### config.mk
export PLATFORM = sky130hd
export DESIGN_NAME = agc_gain_stage
export DESIGN_NICKNAME = d
export VERILOG_FILES = /design/src/rtl/agc_pkg.sv /design/src/rtl/agc_round_sat.sv /design/src/rtl/agc_gain_stage.sv
export SDC_FILE = /design/constraint.sdc
export NUM_CORES = 2
export LEC_CHECK = 0
export ABC_AREA = 1
export BUFFER_PORTS_ARGS = -buffer_cell sky130_fd_sc_hd__buf_2
export CORE_UTILIZATION = 50
export CTS_BUF_LIST = sky130_fd_sc_hd__clkbuf_4
export DETAILED_ROUTE_END_ITERATION = 8
export GPL_ROUTABILITY_DRIVEN = 0
export PLACE_DENSITY = 0.75
export SLEW_MARGIN = 5
export SYNTH_ARGS = -nofsm -noshare
export SYNTH_HDL_FRONTEND = slang
export SYNTH_SLANG_ARGS = --single-unit
### constraint.sdc
create_clock -name clk -period 22.4 [get_ports clk]
set_clock_uncertainty 0.05 [all_clocks]
set_input_delay 2.24 -clock clk [delete_from_list [all_inputs] [get_ports clk]]
set_output_delay 2.24 -clock clk [all_outputs]
set_load 0.02 [all_outputs]
### src/rtl/agc_pkg.sv
// Shared constants, derived widths and saturation limits for the AGC gain stage.
package agc_pkg;

   localparam int unsigned F_GAIN_DEF = 14;
   localparam int unsigned GAIN_ONE   = 1 << F_GAIN_DEF;
   localparam int unsigned ROUND_HALF = 1 << (F_GAIN_DEF - 1);

   function automatic int unsigned loop_prod_w(input int unsigned w_alpha, input int unsigned w_mag);
      return w_alpha + w_mag + 2;
   endfunction

   // One bit beyond the wider addend, so the gain sum can never wrap.
   function automatic int unsigned loop_sum_w(input int unsigned w_prod, input int unsigned w_gain);
      return ((w_prod > w_gain + 1) ? w_prod : w_gain + 1) + 1;
   endfunction

   function automatic int unsigned data_prod_w(input int unsigned w_in, input int unsigned w_gain);
      return w_in + w_gain + 1;
   endfunction

   localparam int unsigned W_LOOP_PROD = loop_prod_w(16, 16);
   localparam int unsigned W_LOOP_SUM  = loop_sum_w(W_LOOP_PROD, 18);
   localparam int unsigned W_DATA_PROD = data_prod_w(16, 18);

   function automatic longint sat_max(input int unsigned w);
      return (longint'(1) <<< (w - 1)) - 1;
   endfunction

   function automatic longint sat_min(input int unsigned w);
      return -(longint'(1) <<< (w - 1));
   endfunction

endpackage

### src/rtl/agc_round_sat.sv
// Round-half-up, shift by F and saturate one channel product to W_OUT bits.
module agc_round_sat
   import agc_pkg::*;
#(
   parameter int unsigned W_P   = W_DATA_PROD,
   parameter int unsigned W_OUT = 16,
   parameter int unsigned F     = F_GAIN_DEF
) (
   input  logic signed [W_P-1:0]   p_i,
   output logic signed [W_OUT-1:0] data_o,
   output logic                    sat_o
);

   localparam int unsigned W_R = W_P + 1;
   localparam logic signed [W_R-1:0] ROUND = W_R'(longint'(1) <<< (F - 1));
   localparam logic signed [W_R-1:0] SMAX  = W_R'(sat_max(W_OUT));
   localparam logic signed [W_R-1:0] SMIN  = W_R'(sat_min(W_OUT));

   logic signed [W_R-1:0] sum;
   logic signed [W_R-1:0] r;

   always_comb begin
      sum    = $signed({p_i[W_P-1], p_i}) + ROUND;
      r      = sum >>> F;
      data_o = r[W_OUT-1:0];
      sat_o  = 1'b0;
      if (r > SMAX) begin
         data_o = SMAX[W_OUT-1:0];
         sat_o  = 1'b1;
      end else if (r < SMIN) begin
         data_o = SMIN[W_OUT-1:0];
         sat_o  = 1'b1;
      end
   end

endmodule

### src/rtl/agc_gain_stage.sv
// AGC gain stage: level-error integrator into a clamped gain register, and a
// 3-stage I/Q multiply / round / saturate data path using that gain.
module agc_gain_stage
   import agc_pkg::*;
#(
   parameter int unsigned W_IN      = 16,
   parameter int unsigned W_OUT     = 16,
   parameter int unsigned W_MAG     = 16,
   parameter int unsigned W_ALPHA   = 16,
   parameter int unsigned F_ALPHA   = 14,
   parameter int unsigned W_GAIN    = 18,
   parameter int unsigned F_GAIN    = F_GAIN_DEF,
   parameter int unsigned GAIN_INIT = GAIN_ONE,
   parameter int unsigned GAIN_MIN  = 1,
   parameter int unsigned GAIN_MAX  = 262143
) (
   input  logic                    clk,
   input  logic                    reset,
   input  logic [W_ALPHA-1:0]      i_alpha,
   input  logic [W_MAG-1:0]        i_reference,
   input  logic                    i_freeze,
   input  logic                    i_gain_load,
   input  logic [W_GAIN-1:0]       i_gain_value,
   input  logic [W_MAG-1:0]        s_level,
   input  logic                    s_level_valid,
   input  logic signed [W_IN-1:0]  s_chans_dataI,
   input  logic signed [W_IN-1:0]  s_chans_dataQ,
   input  logic                    s_chans_valid,
   output logic signed [W_OUT-1:0] m_chans_dataI,
   output logic signed [W_OUT-1:0] m_chans_dataQ,
   output logic                    m_chans_valid,
   output logic                    m_sat,
   output logic [W_GAIN-1:0]       o_gain
);

   localparam int unsigned W_PR = loop_prod_w(W_ALPHA, W_MAG);
   localparam int unsigned W_S  = loop_sum_w(W_PR, W_GAIN);
   localparam int unsigned W_P  = data_prod_w(W_IN, W_GAIN);

   localparam logic signed [W_S-1:0] MIN_S = W_S'(GAIN_MIN);
   localparam logic signed [W_S-1:0] MAX_S = W_S'(GAIN_MAX);
   localparam logic [W_GAIN-1:0]     MIN_G = W_GAIN'(GAIN_MIN);
   localparam logic [W_GAIN-1:0]     MAX_G = W_GAIN'(GAIN_MAX);

   logic signed [W_MAG:0]    err;
   logic signed [W_PR-1:0]   prod_d, prod_q, shifted;
   logic signed [W_S-1:0]    sum;
   logic                     g1_valid_d, g1_valid_q;
   logic [W_GAIN-1:0]        gain_d, gain_q;

   logic                     d1_valid_q, d2_valid_q, m_valid_q, m_sat_q;
   logic signed [W_IN-1:0]   d1_i_q, d1_q_q;
   logic [W_GAIN-1:0]        d1_g_q;
   logic signed [W_P-1:0]    pi_d, pq_d, d2_pi_q, d2_pq_q;
   logic signed [W_OUT-1:0]  ri, rq, m_i_q, m_q_q;
   logic                     sati, satq;

   always_comb begin
      err     = $signed({1'b0, i_reference}) - $signed({1'b0, s_level});
      prod_d  = $signed({{(W_PR - W_ALPHA){1'b0}}, i_alpha})
              * $signed({{(W_PR - W_MAG - 1){err[W_MAG]}}, err});
      shifted = prod_q >>> F_ALPHA;
      sum     = $signed({{(W_S - W_PR){shifted[W_PR-1]}}, shifted})
              + $signed({{(W_S - W_GAIN){1'b0}}, gain_q});

      gain_d     = gain_q;
      g1_valid_d = s_level_valid && !i_freeze;
      // A load both wins over the commit and flushes any update still in G1.
      if (i_gain_load) begin
         g1_valid_d = 1'b0;
         if (i_gain_value < MIN_G)      gain_d = MIN_G;
         else if (i_gain_value > MAX_G) gain_d = MAX_G;
         else                           gain_d = i_gain_value;
      end else if (g1_valid_q) begin
         if (sum < MIN_S)      gain_d = MIN_G;
         else if (sum > MAX_S) gain_d = MAX_G;
         else                  gain_d = sum[W_GAIN-1:0];
      end
   end

   always_comb begin
      pi_d = $signed({{(W_P - W_IN){d1_i_q[W_IN-1]}}, d1_i_q})
           * $signed({{(W_P - W_GAIN){1'b0}}, d1_g_q});
      pq_d = $signed({{(W_P - W_IN){d1_q_q[W_IN-1]}}, d1_q_q})
           * $signed({{(W_P - W_GAIN){1'b0}}, d1_g_q});
   end

   agc_round_sat #(.W_P(W_P), .W_OUT(W_OUT), .F(F_GAIN)) u_rs_i (
      .p_i(d2_pi_q), .data_o(ri), .sat_o(sati)
   );

   agc_round_sat #(.W_P(W_P), .W_OUT(W_OUT), .F(F_GAIN)) u_rs_q (
      .p_i(d2_pq_q), .data_o(rq), .sat_o(satq)
   );

   always_ff @(posedge clk) begin
      if (reset) begin
         gain_q     <= W_GAIN'(GAIN_INIT);
         g1_valid_q <= 1'b0;
         prod_q     <= '0;
         d1_valid_q <= 1'b0;
         d1_i_q     <= '0;
         d1_q_q     <= '0;
         d1_g_q     <= '0;
         d2_valid_q <= 1'b0;
         d2_pi_q    <= '0;
         d2_pq_q    <= '0;
         m_valid_q  <= 1'b0;
         m_i_q      <= '0;
         m_q_q      <= '0;
         m_sat_q    <= 1'b0;
      end else begin
         gain_q     <= gain_d;
         g1_valid_q <= g1_valid_d;
         if (g1_valid_d) prod_q <= prod_d;
         // D1 snapshots the gain as it stood before this cycle's commit.
         d1_valid_q <= s_chans_valid;
         if (s_chans_valid) begin
            d1_i_q <= s_chans_dataI;
            d1_q_q <= s_chans_dataQ;
            d1_g_q <= gain_q;
         end
         d2_valid_q <= d1_valid_q;
         if (d1_valid_q) begin
            d2_pi_q <= pi_d;
            d2_pq_q <= pq_d;
         end
         m_valid_q <= d2_valid_q;
         m_sat_q   <= d2_valid_q && (sati || satq);
         if (d2_valid_q) begin
            m_i_q <= ri;
            m_q_q <= rq;
         end
      end
   end

   assign m_chans_dataI = m_i_q;
   assign m_chans_dataQ = m_q_q;
   assign m_chans_valid = m_valid_q;
   assign m_sat         = m_sat_q;
   assign o_gain        = gain_q;

endmodule
### After elaboration in Yosys (flattened, before gate mapping)

Cells that the tools add are included.
W data, S select, Z words.

* input bits: 104
* bits in latches: 0
* memory bits (writable): 0
* flip-flop bits (word level): 209
* memories: 0
* logic and storage cells: 49
* output and inout port bits: 52
* memory bits (read-only): 0

* shift-type cells: 0
* $mul: 3
* $lt $le $gt $ge: 8
* div/mod/pow operators: 0
* bitwise operators: 0
* multiplexer cells: 15
* $add $sub $neg: 4
* eq/ne operators: 0
* reduce and logical (&&, ||, !) cells: 5

Operator list (count)
* $mux W18: 6
* $add A35 B15 Y36 const B: 2
* $mul A16 B19 Y35: 2
* $mux W16: 4
* $gt A22 B16 Y1 const B: 2
* $lt A22 B16 Y1 const B: 2
* $mul A17 B17 Y34: 1
* $add A20 B19 Y21: 1
* $gt A21 B19 Y1 const B: 1
* $lt A21 B2 Y1 const B: 1
* $gt A18 B18 Y1 const B: 1
* $lt A18 B1 Y1 const B: 1
* $sub A16 B16 Y17: 1
* $mux W1: 5
* $logic_and A1 B1 Y1: 2
* $reduce_bool A2 Y1: 1
* $logic_not A1 Y1: 1
* $logic_or A1 B1 Y1: 1

### Depth between registers and ports, before layout

* word-level depth: 6
* mapped depth: 40
* depth with buffers taken out: 40

### Hierarchy

From an unflattened synthesis, not the netlist that was laid out.

* cells, all modules: 5562
* area, all modules: 40422.5 um^2

Modules (own cells, without submodules)
* agc_gain_stage: area an instance 38886.0 um^2, seq. area each 3903.7 um^2, cells each 5250, times used 1
* agc_round_sat: area an instance 768.2 um^2, seq. area each 0.0 um^2, cells each 156, times used 2

### Worst setup path before layout

No wires, ideal clock.

* kind: input to register
* from: in i_reference[0]
* to: reg prod_q[23]
* setup time: 109 ps
* path slack: 13815 ps
* buffers on the path: 1
* required time: 22241 ps
* data arrival time: 8426 ps
* cell stages on the path: 37
* cell sequence: inv_1 ha_1 fa_1 inv_1 nand3_1 nand2_1 a21oi_1 inv_1 or2_2 nand2_1 inv_1 clkbuf_1 nand2_1 fa_1 inv_1 fa_1 inv_1 fa_1 inv_1 fa_1 fa_1 inv_1 fa_1 inv_1 ha_1 nand2_1 nor2_1 inv_1 nor2_1 inv_1 nor4_1 o21ai_0 o211ai_1 or2_2 nand3_1 nand2_1 inv_1

* cells in the longest elaborated chain, start to end: 2

RTL lines
* start: declaration: RTL line agc_gain_stage.sv:20 `input logic [W_MAG-1:0] i_reference,`
* $sub A16 B16 Y17: RTL line agc_gain_stage.sv:59 `err = $signed({1'b0, i_reference}) - $signed({1'b0, s_level});`
* $mul A17 B17 Y34: RTL line agc_gain_stage.sv:61 `* $signed({{(W_PR - W_MAG - 1){err[W_MAG]}}, err});`
* end signal: assignment: RTL line agc_gain_stage.sv:115 `if (g1_valid_d) prod_q <= prod_d;`
* end: declaration: RTL line agc_gain_stage.sv:46 `logic signed [W_PR-1:0] prod_d, prod_q, shifted;`

Every way passes these cells.
A chain may end at the register's enable or synchronous reset.

### Final worst setup path

Ends and elaborated chain as after synthesis.

==> impl_metrics.env <==
export IMPL_globalRouteOverflowTotal=0
export IMPL_cts_buffers=17
export IMPL_yosys_top_cells_count="inv_1, nand2_1, fa_1, nor2_1, ha_1"
export IMPL_setup_violations=0
export IMPL_finalNonFillerCells=6386
export IMPL_die_w_microns=281
export IMPL_antenna_found_initial=5
export IMPL_die_area_sq_mm=0.0788
export IMPL_slew_viol_final=0
export IMPL_hp_start="m_chans_dataQ[0]"
export IMPL_reg2reg_slack_ns=15.43
export IMPL_area_delta_synth_final_pct=4.52
export IMPL_min_period_ns=8.93
export IMPL_ys_flop_type="dfxtp_1"
export IMPL_async_flop_share=0
export IMPL_dp_hpwl_microns=83700
export IMPL_start_util=0.508
export IMPL_vias=34300
export IMPL_post_cts_buffers=0
export IMPL_whs_ns=0.435
export IMPL_drc_errors=0
export IMPL_grt_max_degree=69
export IMPL_syn_num_nets=6506
export IMPL_final_antenna_net_count=0
export IMPL_postSynthAreaPerCell_sq_um=7.27
export IMPL_routed_wirelength_microns=103000
export IMPL_fin_crit_sh=0.399
export IMPL_crit_required_ns=22.97
export IMPL_ys_top_cells_by_area="fa_1, ha_1, inv_1, nand2_1, dfxtp_1"
export IMPL_grt_pass1_vias=34100
export IMPL_cp_startpoint="i_reference[0]"
export IMPL_drv_cap=0
export IMPL_worst_path_max_delay_cell="xor2_2"
export IMPL_synthDistinctLibCells=50
export IMPL_syn_area_sq_mm=0.0388
export IMPL_cp_max_fo=15
export IMPL_port_buffers=155
export IMPL_worstPathArrival_ns=9.50
export IMPL_crit_path_end_kind="register"
export IMPL_pwr_share_comb=0.896
export IMPL_cts_resized=0
export IMPL_clk_pin_slew_ns=0.17
export IMPL_rows=101
export IMPL_outcome="complete, no violations"
export IMPL_worst_pin_slew_ns=1.14
export IMPL_ys_seq_area_frac=0.0871
export IMPL_synth_edf_count=0
export IMPL_cts_hold_buf=0
export IMPL_cpPeakStageDelay_ns=0.70
export IMPL_dr_first_iter_drc_count=3312
export IMPL_nNetsFinal=6503
export IMPL_finalPower_mw=5.94
export IMPL_grtUsageTotal=0.275
export IMPL_layout_drive_gt1_share=0.0519
export IMPL_cpMostUsedCell="inv_1"
export IMPL_relSlewSlack=0.239
export IMPL_clock_sinks=169
export IMPL_placed_cells=6351
export IMPL_cts_buffer_depth=2
export IMPL_pre_cts_ws_ns=12.61
export IMPL_root_buffer="clkbuf_4"
export IMPL_pin_count=156
export IMPL_fin_tns_setup_ns=0
export IMPL_power_density_mw_per_mm2=146
export IMPL_yosys_area_top_type="fa_1"
export IMPL_power_frac_seq=0.069
export IMPL_syn_inst=5343
export IMPL_coreArea_sq_mm=0.0765
export IMPL_grt_pass1_wl_microns=174000
export IMPL_finalWorstSetupSlack_ns=13.47
export IMPL_ys_warn_count=0
export IMPL_avgViaCountPerCell=5.38
export IMPL_rsz0062_at_grt="false"
export IMPL_swShare=0.621
export IMPL_wire_per_inst_microns=16.2
export IMPL_p_switching_mw=3.69
export IMPL_yosys_area_top_type_share=0.336
export IMPL_hold_violations=0
export IMPL_die_y_microns=281
export IMPL_path_class="in2reg"
export IMPL_start_kind="primary input"
export IMPL_clk_latency_ns=0.72
export IMPL_htreeDepth=4
export IMPL_p_clk_frac=0.035
export IMPL_drt_pass1_iter_count=6
export IMPL_r2r_start="d1_g_q[4]"
export IMPL_hp_class="reg2reg"
export IMPL_fmax_mhz=112
export IMPL_p_int_mw=2.25
export IMPL_p_leak_nw=22.6
export IMPL_synth_most_common_cell="inv_1"
export IMPL_vdd_ir_drop_max_mv=0.448
export IMPL_cts_tree="yes"
export IMPL_ys_ff_latch=169
-- worst max-delay path: cells and delay by family --
| family | cells | cell delay (ns) |
|---|---|---|
| compound gates | 4 | 0.73 |
| xor+xnor | 1 | 0.70 |
| fa+ha+maj | 9 | 3.89 |
| buf+inv | 11 | 0.64 |
| simple gates | 10 | 1.29 |
-- state kept, by name, indices dropped and copies added, names as in the netlist --
signal and count:
o_gain 18, m_chans_dataI 16, m_chans_dataQ 16, m_sat 1, d2_pq_q 22, d1_i_q 16, d2_pi_q 22, d1_valid_q 1
d1_g_q 18, m_chans_valid 1, prod_q 20, d1_q_q 16, g1_valid_q 1, d2_valid_q 1
-- layout make-up --
class | instances | area, sq um
clock buffers | 17 | 128
diodes | 3 | 7.51
flip-flops and latches | 169 | 3390
clock inverters | 15 | 188
multi-input cells | 3648 | 29700
inverters | 1329 | 4990
fillers | 7255 | 35900
repair buffers | 175 | 926
well taps | 1030 | 1290
-- through the flow --
stage	util	cell area, sq um
floorplan	-	38800
global placement	0.527	40300
detailed placement	0.527	40300
CTS	0.531	40600
global route	0.531	40600
finish	0.531	40600
-- worst paths after layout --
kind	end	cells past startpoint
setup / recovery	prod_q[23]	35
setup reg to reg	d2_pq_q[32]	23
hold reg to reg	m_chans_dataQ[0]	2
hold / removal	m_chans_dataQ[0]	2
-- cells in the final DEF (no fill, tap or decap), types with 4 or more instances in the layout --
cell type,instances
nand2_1,1192
nor2_2,4
nand4_1,33
nor3_2,10
nor3_1,33
nor4_1,12
a31oi_1,22
o21ai_1,5
dfxtp_1,164
inv_8,5
xor2_1,26
ha_1,407
o21ai_0,225
a21o_1,10
or2_2,19
fa_1,652
clkinv_1,9
dfxtp_2,5
clkinv_8,5
o21a_1,17
inv_2,9
clkbuf_4,17
nand3b_1,13
nand2_2,10
a21oi_1,280
a21boi_0,8
nand3_1,158
xnor2_1,15
buf_4,20
inv_1,1310
buf_2,155
o221ai_1,7
o211ai_1,8
o21bai_1,6
nor2_1,448
-- power by group through the flow --
stage | sequential, mW | combinational (mW) | clock (mW)
2_1_floorplan | 0.368 | 3.86 | 0
3_3_place_gp | 0.413 | 5.12 | 0
3_5_place_dp | 0.413 | 5.16 | 0
4_1_cts | 0.407 | 5.21 | 0.210
5_1_grt | 0.414 | 6.03 | 0.222
6_report | 0.410 | 5.32 | 0.206
-- metal layers --
| metal | track usage | up-vias | wire length (microns) |
|---|---|---|---|
| met4 | 0.0764 | 4 | 2740 |
| li1 | - | 16000 | - |
| met1 | 0.401 | 16600 | 46300 |
| met3 | 0.0575 | 193 | 10300 |
| met5 | 0 | - | 18 |
| met2 | 0.412 | 1583 | 44000 |
-- kinds of logic after synthesis --
kind of cell             after synthesis  share of synthesized area
buffers and inverters               1526                      0.149
AND/OR/NAND/NOR                     1942                      0.203
flip-flops                           169                     0.0871
AO/OA/AOI/OAI                        604                     0.0841
adder cells (fa/ha/maj)             1059                      0.467
XOR/XNOR                              43                    0.00989
No activity file was read; power rests on OpenSTA's default activity.
